==> src/rtl/synth_channel_mixer.sv <==
// rtl/synth_channel_mixer.sv - per-slot gain, frame accumulation and saturating mono output
//
// Scales each time-multiplexed channel slot by its envelope (Q8) and volume (Q7).
// Sums all slots of a frame and saturates the total to one signed sample.
// Presents that sample through a single valid/ready output register.
// Optional build macro MIXER_SOFT_CLIP_EN: a soft knee replaces the hard
// saturation and adds one register stage (latency 3 instead of 2).
//
// Ports:
//   clock        system clock, posedge
//   reset_n      synchronous active-low reset
//   in_valid     slot valid (never back-pressured)
//   in_channel   slot index, selects mute_mask bit
//   in_last      final slot of the frame
//   in_sample    signed oscillator sample
//   in_envelope  envelope amplitude, Q8
//   in_volume    channel volume, Q7
//   mute_mask    per-channel mute, 1 = contributes 0
//   out_valid    out_sample holds an unconsumed frame
//   out_ready    consumer accepts when out_valid && out_ready
//   out_sample   mixed frame sample
//   drop_count   frames discarded on a full output register, saturating
module synth_channel_mixer #(
  parameter int NUM_CHANNELS = 16,
  parameter int SAMPLE_W     = 16,
  parameter int ACC_W        = 24,
  localparam int CH_W        = (NUM_CHANNELS > 1) ? $clog2(NUM_CHANNELS) : 1
) (
  input  logic                       clock,
  input  logic                       reset_n,
  input  logic                       in_valid,
  input  logic [CH_W-1:0]            in_channel,
  input  logic                       in_last,
  input  logic signed [SAMPLE_W-1:0] in_sample,
  input  logic [7:0]                 in_envelope,
  input  logic [6:0]                 in_volume,
  input  logic [NUM_CHANNELS-1:0]    mute_mask,
  output logic                       out_valid,
  input  logic                       out_ready,
  output logic signed [SAMPLE_W-1:0] out_sample,
  output logic [7:0]                 drop_count
);

  localparam logic signed [ACC_W-1:0] SAT_MAX = ACC_W'((1 << (SAMPLE_W - 1)) - 1);
  localparam logic signed [ACC_W-1:0] SAT_MIN = -SAT_MAX - ACC_W'(1);

  // Stage 1: envelope gain and mute
  logic                       mute_hit;
  logic signed [SAMPLE_W+8:0] prod1;
  logic signed [SAMPLE_W-1:0] p1_c;

  // Indices beyond NUM_CHANNELS never match, so they stay unmuted.
  always_comb begin
    mute_hit = 1'b0;
    for (int i = 0; i < NUM_CHANNELS; i++) begin
      if (in_channel == CH_W'(i)) mute_hit = mute_mask[i];
    end
  end

  // Envelope is unsigned; a zero-extended signed operand keeps the multiply signed.
  // >>> on the signed product floors toward minus infinity.
  assign prod1 = in_sample * $signed({1'b0, in_envelope});
  assign p1_c  = mute_hit ? '0 : SAMPLE_W'(prod1 >>> 8);

  logic                       s1_valid;
  logic                       s1_last;
  logic signed [SAMPLE_W-1:0] s1_p1;
  logic [6:0]                 s1_volume;

  always_ff @(posedge clock) begin
    if (!reset_n) begin
      s1_valid  <= 1'b0;
      s1_last   <= 1'b0;
      s1_p1     <= '0;
      s1_volume <= '0;
    end else begin
      s1_valid <= in_valid;
      s1_last  <= in_valid && in_last;
      if (in_valid) begin
        s1_p1     <= p1_c;
        s1_volume <= in_volume;
      end
    end
  end

  // Stage 2: volume gain and frame accumulation
  logic signed [SAMPLE_W+7:0] prod2;
  logic signed [SAMPLE_W-1:0] p2_c;
  logic signed [ACC_W-1:0]    acc;
  logic signed [ACC_W-1:0]    sum_c;

  assign prod2 = s1_p1 * $signed({1'b0, s1_volume});
  assign p2_c  = SAMPLE_W'(prod2 >>> 7);
  assign sum_c = acc + {{(ACC_W - SAMPLE_W){p2_c[SAMPLE_W-1]}}, p2_c};

  always_ff @(posedge clock) begin
    if (!reset_n) begin
      acc <= '0;
    end else if (s1_valid) begin
      acc <= s1_last ? '0 : sum_c;
    end
  end

  // Frame result: res_valid pulses for one cycle with the limited frame sum
  logic                       res_valid;
  logic signed [SAMPLE_W-1:0] res_sample;

`ifdef MIXER_SOFT_CLIP_EN
  localparam logic [ACC_W-1:0] KNEE  = ACC_W'(1) << (SAMPLE_W - 2);
  localparam logic [ACC_W-1:0] MAG_MAX = ACC_W'((1 << (SAMPLE_W - 1)) - 1);

  logic [ACC_W-1:0]           mag;
  logic [ACC_W-1:0]           knee_y;
  logic signed [SAMPLE_W-1:0] clip_c;

  // Compress magnitude above the knee by 4:1; symmetric cap keeps +/- limits equal.
  always_comb begin
    mag    = sum_c[ACC_W-1] ? ACC_W'(-sum_c) : ACC_W'(sum_c);
    knee_y = (mag <= KNEE) ? mag : KNEE + ((mag - KNEE) >> 2);
    if (knee_y > MAG_MAX) knee_y = MAG_MAX;
    clip_c = sum_c[ACC_W-1] ? -SAMPLE_W'(knee_y) : SAMPLE_W'(knee_y);
  end

  always_ff @(posedge clock) begin
    if (!reset_n) begin
      res_valid  <= 1'b0;
      res_sample <= '0;
    end else begin
      res_valid  <= s1_valid && s1_last;
      res_sample <= clip_c;
    end
  end
`else
  logic signed [SAMPLE_W-1:0] sat_c;

  always_comb begin
    if (sum_c > SAT_MAX)      sat_c = SAMPLE_W'(SAT_MAX);
    else if (sum_c < SAT_MIN) sat_c = SAMPLE_W'(SAT_MIN);
    else                      sat_c = SAMPLE_W'(sum_c);
  end

  assign res_valid  = s1_valid && s1_last;
  assign res_sample = sat_c;
`endif

  // Output register: a held, unconsumed sample wins over a new result.
  always_ff @(posedge clock) begin
    if (!reset_n) begin
      out_valid  <= 1'b0;
      out_sample <= '0;
      drop_count <= '0;
    end else if (res_valid) begin
      if (!out_valid || out_ready) begin
        out_valid  <= 1'b1;
        out_sample <= res_sample;
      end else if (drop_count != 8'hFF) begin
        drop_count <= drop_count + 8'd1;
      end
    end else if (out_valid && out_ready) begin
      out_valid <= 1'b0;
    end
  end

endmodule

==> config.mk <==
export PLATFORM = sky130hd
export DESIGN_NAME = synth_channel_mixer
export DESIGN_NICKNAME = d
export VERILOG_FILES = /design/src/rtl/synth_channel_mixer.sv
export SDC_FILE = /design/constraint.sdc
export NUM_CORES = 1
export LEC_CHECK = 0
export ABC_AREA = 0
export CORE_MARGIN = 5
export CORE_UTILIZATION = 30
export CTS_CLUSTER_SIZE = 10
export DETAILED_ROUTE_END_ITERATION = 10
export PLACE_DENSITY = 0.57
export REMOVE_ABC_BUFFERS = 1
export SETUP_SLACK_MARGIN = 0.5
export SLEW_MARGIN = 20
export SYNTH_ARGS = -nofsm -noshare
export SYNTH_HDL_FRONTEND = slang
export SYNTH_SLANG_ARGS = --single-unit
==> constraint.sdc <==
create_clock -name clock -period 15.1 [get_ports clock]
set_input_delay 2.265 -clock clock [delete_from_list [all_inputs] [get_ports clock]]
set_output_delay 2.265 -clock clock [all_outputs]
set_load 0.005 [all_outputs]
# [Word level (Yosys, flattened, before mapping)]
# Index checks and enable logic that the tools add are counted.
# Widths: inputs -> output; s select.
[word_totals] in_bits=56 out_inout_bits=25 wordCells=65 reg_bits=74
[op_classes] n_eq_ne=17 n_lt_le_gt_ge=2 n_bitwise=1 add_sub_neg=2 multipliers=2 reduce_logical=10 muxes=23
[op_table] op="$mux 16" n=3
[op_table] op="$eq 4x4->1 const B" n=8
[op_table] op="$add 24x24->24" n=1
[op_table] op="$gt 24x16->1 const B" n=1
[op_table] op="$lt 24x16->1 const B" n=1
[op_table] op="$mul 16x9->24" n=1
[op_table] op="$mux 24" n=1
[op_table] op="$mul 16x8->23" n=1
[op_table] op="$mux 1" n=19
[op_table] op="$eq 4x3->1 const B" n=4
[op_table] op="$add 8x1->8 const B" n=1
[op_table] op="$eq 4x2->1 const B" n=2
[op_table] op="$ne 8x8->1 const B" n=1
[op_table] op="$eq 4x1->1 const B" n=1
[op_table] op="$logic_not 4->1" n=1
[op_table] op="$reduce_and 2->1" n=2
[op_table] op="$logic_and 1x1->1" n=3
[op_table] op="$reduce_and 3->1" n=1
[op_table] op="$ne 2x1->1 const B" n=1
[op_table] op="$reduce_bool 2->1" n=1
[op_table] op="$logic_not 1->1" n=1
[op_table] op="$logic_or 1x1->1" n=1
[op_table] op="$not 1->1" n=1

# [Longest topological paths before layout]
# Gate-level depths: netlist (run 1).
[depth] ltp_word=18 mapped_depth=31 mapped_depth_nobuf=29

# [Least setup slack after synthesis (run 1)]
# OpenSTA, ideal clock, no wires.
[synth_path] kind="reg-to-reg" from="register s1_volume[2]" to="register out_sample[3]" slack_ns=8.236 setup_time_ns=0.127 synth_period_minus_slack_ns=6.864 stages_incl_launch_ff=28 path_buffers=2 arrival_ns=6.738 required_ns=14.973 cell_sequence="dfxtp_1 -> clkbuf_1 -> nand2_1 -> fa_1 -> inv_1 -> fa_1 -> fa_1 -> inv_1 -> fa_1 -> inv_1 -> ha_1 -> and3_1 -> o211ai_1 -> o21a_2 -> o21ai_4 -> a211oi_4 -> xnor2_1 -> ha_1 -> a21o_1 -> a311o_1 -> or2_1 -> o311ai_2 -> a211oi_1 -> xor3_2 -> nand2b_4 -> o21ai_2 -> buf_6 -> o22ai_2"
[synth_between] elab_chain_len=5 elab_cells_between_ends=6 cone_classes="add/sub (1); mul (1); order compare (2); mux (2)"
[synth_lines] element="start: declaration" line="68" rtl="logic [6:0] s1_volume;"
[synth_lines] element="start signal: assignment" line="81" rtl="s1_volume <= in_volume;"
[synth_lines] element="$mul 16x8->23 (*)" line="92" rtl="assign prod2 = s1_p1 * $signed({1'b0, s1_volume});"
[synth_lines] element="$add 24x24->24 (*)" line="94" rtl="assign sum_c = acc + {{(ACC_W - SAMPLE_W){p2_c[SAMPLE_W-1]}}, p2_c};"
[synth_lines] element="$lt 24x16->1" line="138" rtl="else if (sum_c < SAT_MIN) sat_c = SAMPLE_W'(SAT_MIN);"
[synth_lines] element="$mux 16" line="138"
[synth_lines] element="$mux 16 (*)" line="137" rtl="if (sum_c > SAT_MAX) sat_c = SAMPLE_W'(SAT_MAX);"
[synth_lines] element="end signal: assignment" line="155" rtl="out_sample <= res_sample;"
[synth_lines] element="end: declaration" line="40" rtl="output logic signed [SAMPLE_W-1:0] out_sample,"
# Every way passes the cells marked *; elsewhere a longest branch is shown, timed or not.
# A chain may end at the register's enable or synchronous reset.

# [Worst setup path in the final report (run 1)]
[layout_path] from="register s1_volume[2]" to="register out_sample[1]"
# The elaborated chain is that of the path after synthesis.

==> results.toml, run 1 <==
[power_and_ir_drop]
ir_drop_uv = 43.4
power_density_mw_per_mm2 = 102
power.leakage_uw = 0.00656
finalPower_uw = 1410

[synthesis]
syn_area_per_cell_um2 = 8.92
yosys_warnings = 0
synth-main-ff-cell = "dfxtp_1"
syn-cell-area_mm2 = 0.0122
synth.most_common_cell = "inv_1"
ys_seq_area_frac = 0.121
ys_ff_latch = 74
synth.distinct_cells = 77
synthCells = 1370
synth_top_cell_by_area = "fa_1"
synth-edff-count = 0
yosysTopAreaCellShare = 0.300
synth_common_cells = "inv_1, fa_1, and2_1"
synthTopCellsByArea = "fa_1, dfxtp_1, ha_1, and2_1, inv_1"
synthArstFlopShare = 0

[route]
detail_route.first_pass.iterations = 4
drt_wl_total_mm = 27.1
dr_total_vias = 9090
ant_nets = 0
vias_per_cell = 4.63
wl_per_cell_um = 13.8
drcViolationCount = 0
drt-initial-drc-count = 389

[clocking]
cts_hold_buf = 0
cts_setup_buffers = 0
htree_levels = 3
cts_resized = 0
ctsLongestPathBuffers = 2
cts_buffers = 9
clk_latency_ns = 0.35
path_clk_slew_ns = 0.06
clock-sinks = 74
cts_root_buf = "clkbuf_16"
cts_tree = "built"

[sta]
setup_viol = 0
period_needed_ns = 7.76
fmax_ghz = 0.129
drv_slew = 0
worst_pin_slew_ns = 1.06
rsz0062_at_grt = "no"
fin_worst_hold_slack_ns = 0.469
finalClockSkew_ns = 0.00878
timing.setup.tns_ns = 0
fin_crit_sh = 0.514
maxSlewHeadroom = 0.293
final_hold_viol_count = 0

[worst_hold_path]
hp-class = "flop to flop"
hold_start = "out_sample[15]"
hold_depth = 2

[place]
placed_cell_area_mm2 = 0.0135
dp_hpwl_mm = 22.6
gp_congestion = 0.857
numPortBuffers = 80

[finish]
nFillCells = 4194
area_growth_pct = 13.2
layout-drive-gt1-share = 0.0378
design_area_mm2 = 0.0138
antenna_cells = 0
finalNetCount = 1776

[floorplan]
design.core.area_mm2 = 0.0406
initial_core_util = 0.301
dieWidth_um = 212
die_h_um = 212
dieArea_mm2 = 0.0449
ios = 81
std_cell_rows = 74

[global_routing]
grt_pass1_wl_mm = 47.1
grt_pass1_vias = 9694
grt_usage = 0.125
antenna_found_initial = 0
grt_max_degree = 71
overflow = 0

[worst_setup_path]
timing.rr.start = "s1_volume[2]"
arrival_ns = 7.96
reg2reg_depth = 25
max_stage_delay_ns = 0.71
cp-start-kind = "flop"
cp_max_fo = 17
path_class = "flop to flop"
rrSetupSlack_ns = 7.34
cpMaxStageDelayCell = "xnor2_1"
worstSetupStartpoint = "s1_volume[2]"
worstPathRequired_ns = 15.31
end_kind = "flop"
crit_top_cell = "fa_1"

[status]
status = "finished, final reports clean"

[job]
cap_violations = 0
-- area by class of cell --
type                    instances  area [um2]  area share
flip-flops and latches         74        1480       0.107
multi-input cells            1027        9710       0.702
repair buffers                 82         811      0.0586
clock buffers                   9         225      0.0163
clock inverters                 7        78.8     0.00570
well taps                     532         666      0.0481
inverters                     231         867      0.0627
-- final timing paths --
kind	endpoint
hold reg to reg	out_sample[15]
setup reg to reg	out_sample[1]
hold / removal	out_sample[15]
setup / recovery	out_sample[1]
-- per-layer routing --
layer  global-route usage  wire, um
met5                    0         0
met1                0.177     13700
met2                0.211     12500
met4               0.0184       213
met3               0.0153       733
-- registers in the layout, summed over array words and instances, names as in the netlist --
| name | count |
|---|---|
| out_valid | 1 |
| s1_volume | 7 |
| out_sample | 16 |
| acc | 24 |
| drop_count | 8 |
| s1_p1 | 16 |
| s1_valid | 1 |
| s1_last | 1 |
-- critical path: cells and delay by family (launching register included) --
family	cells	cell delay, ns
fa+ha+maj	6	2.78
compound gates	10	2.10
xor+xnor	2	1.02
simple gates	4	0.82
flops	1	0.69
buf+inv	3	0.15
-- power by group --
| part | switching (uW) | total (uW) | leakage (uW) | internal [uW] |
|---|---|---|---|---|
| Sequential | 52.4 | 277 | 0.000601 | 225 |
| Combinational | 512 | 905 | 0.00582 | 393 |
| Clock | 95.7 | 225 | 0.000144 | 129 |
-- placed cells by master (no fill, tap or decap), types with 7 or more instances in the layout --
cell type        netlist  final
a211oi_1               8      8
a21o_1                17     17
a21oi_1               43     43
a22o_1                13     13
a22oi_1               11     11
and2_1               164    164
clkbuf_16              0      9
clkdlybuf4s50_1        0     79
dfxtp_1               74     74
fa_1                 183    183
ha_1                 112    112
inv_1                230    230
mux2i_1                9      9
nand2_1              122    122
nand2b_1               7      7
nand3_1               12     12
nand4_1                7      7
nor2_1                46     46
nor2b_1               36     35
nor3_1                 8      8
o211ai_1              17     17
o21a_1                 8      8
o21ai_0               39     39
o22ai_1               10     10
o31ai_1                8      8
xnor2_1               44     44
xor2_1                14     14
-- logic make-up after synthesis --
group	count (synthesis)	share of synthesized area
flops	74	0.121
buf+inv	269	0.0848
compound gates	225	0.133
xor+xnor	59	0.0436
fa+ha+maj	295	0.414
mux	14	0.0147
simple gates	434	0.189
-- stage by stage --
step / instances / setup WS (ns) / utilization
floorplan: 1332 / 8.30 / -
global placement: 1946 / 7.30 / 0.334
detailed placement: 1946 / 7.14 / 0.334
CTS: 1962 / 7.36 / 0.341
global route: 1962 / 6.76 / 0.341
finish: 1962 / 7.34 / 0.341
Note: power is estimated with default switching activity, not from simulation.
==> run 2: changes to the inputs <==
==> constraint.sdc (replaced) <==
create_clock -name clock -period 7.69 [get_ports clock]
set_input_delay 1.1535 -clock clock [delete_from_list [all_inputs] [get_ports clock]]
set_output_delay 1.1535 -clock clock [all_outputs]
set_load 0.005 [all_outputs]
==> run 2 against run 1 <==
Compared with the run above:
- clock skew is 0.0021 ns higher
- largest power group unchanged
- global-route usage is 0.20 points higher
- cell count is 2.0% higher
- core utilization is 1.6 points higher
- flip-flop and latch count stayed put
- fmax is 11% higher
- highest routed layer unchanged
- register-to-register slack worse by 6.6 ns
==> results.toml, run 2 (same netlist as run 1, synthesis figures left out) <==
[status]
status = "finished, final reports clean"

[clocking]
cts_buffers = 9
htree_levels = 3
path_clk_slew_ns = 0.06
cts_hold_buf = 0
cts_tree = "built"
ctsLongestPathBuffers = 2
cts_root_buf = "clkbuf_16"
clk_latency_ns = 0.34
clock-sinks = 74

[global_routing]
overflow = 0
grt_pass1_wl_mm = 47.9
grt_usage = 0.127
grt_pass1_vias = 9636
antenna_found_initial = 0
grt_max_degree = 71

[floorplan]
ios = 81
std_cell_rows = 74
design.core.area_mm2 = 0.0406
initial_core_util = 0.301
die_h_um = 212
dieArea_mm2 = 0.0449
dieWidth_um = 212

[finish]
area_growth_pct = 18.4
largest_reg_flops = 24
design_area_mm2 = 0.0145
finalNetCount = 1816
layout-drive-gt1-share = 0.0967
antenna_cells = 0
final_common_cell = "inv_1"
final_cell_mix = "inv_1, fa_1, and2_1"
reg.largest.list = "acc x24, out_sample x16, s1_p1 x16"
largest-register = "acc"

[route]
drcViolationCount = 0
detail_route.first_pass.iterations = 7
wl_per_cell_um = 14.1
drt_wl_total_mm = 28.3
ant_nets = 0
dr_total_vias = 9335
drt-initial-drc-count = 392
vias_per_cell = 4.67

[sta]
rsz0062_at_grt = "yes"
setup_viol = 0
final_hold_viol_count = 0
timing.setup.tns_ns = 0
finalClockSkew_ns = 0.0109
worst_pin_slew_ns = 1.02
maxSlewHeadroom = 0.315
fin_crit_sh = 0.908
drv_slew = 0
fmax_ghz = 0.143
period_needed_ns = 6.98

[job]
cap_violations = 0

[worst_setup_path]
rrSetupSlack_ns = 0.71
end_kind = "flop"
cpMaxStageDelayCell = "fa_1"
reg2reg_depth = 29
arrival_ns = 7.20
timing.rr.start = "s1_volume[3]"
crit_top_cell = "fa_1"
critical_path_buf_inv_count = 5
max_stage_delay_ns = 0.54
worst-path-stages = 29
cp-start-kind = "flop"
path_class = "flop to flop"
cp-endpoint = "out_sample[13]"
worstPathRequired_ns = 7.91
reg2reg_to = "out_sample[13]"
worstSetupStartpoint = "s1_volume[3]"
cp_max_fo = 9
critPathTopFamily = "compound AO/OA/AOI/OAI gates"

[power_and_ir_drop]
power_density_mw_per_mm2 = 200
power.leakage_uw = 0.00678
ir_drop_uv = 90.5

[place]
dp_hpwl_mm = 23.1
placed_cell_area_mm2 = 0.0136
gp_congestion = 0.883
numPortBuffers = 80

[worst_hold_path]
hp-class = "flop to flop"
hold_depth = 2
run 2: layout make-up:
cell class / instances / area [um2]
Clock buffer: 11 / 243
Clock inverter: 4 / 76.3
Timing Repair Buffer: 122 / 1160
Multi-Input combinational cell: 1027 / 9950
Tap cell: 532 / 666
Sequential cell: 74 / 1520
Inverter: 231 / 867
Fill cell: 4137 / 26100
run 2: power breakdown:
part / switching, uW / internal (uW) / leakage (uW)
logic: 1050 / 839 / 0.00602
registers: 93.2 / 449 / 0.000608
clock network: 168 / 292 / 0.000152
run 2: worst min path at each step:
| stage | end | start |
|---|---|---|
| after floorplan | out_sample[15] | out_sample[15] |
| after global placement | out_sample[15] | out_sample[15] |
| after detailed placement | out_sample[15] | out_sample[15] |
| after CTS | out_sample[15] | out_sample[15] |
| after global routing | out_sample[15] | out_sample[15] |
| final | out_sample[15] | out_sample[15] |
run 2: metrics by stage:
step	util	worst slack [ns]	hold WS, ns	std cells	total power, uW
finish	0.357	0.707	0.464	2001	2890
global route	0.357	0.439	0.536	2001	3230
CTS	0.345	0.554	0.471	1971	2860
detailed placement	0.335	0.105	0.462	1954	2370
global placement	0.335	0.303	0.455	1954	2340
floorplan	-	0.891	0.460	1332	1870
run 2: timing repair:
item	in CTS	in global routing
buffers inserted	2	29
pin swaps	1	29
gates cloned	0	1
endpoints found under the setup margin	17	18
resized for setup	9	59
run 2: layer usage:
metal | track usage | wire length [um] | up-vias
li1 | - | - | 4613
met1 | 0.179 | 13600 | 4514
met2 | 0.216 | 13500 | 187
met3 | 0.0142 | 962 | 21
met4 | 0.0193 | 233 | 0
met5 | 0 | 0 | -
run 2: worst min-delay path, stage by stage, from the launching register on:
cell and delay [ns]:
dfxtp_1 0.31, nand2_1 0.04, a21boi_0 0.06
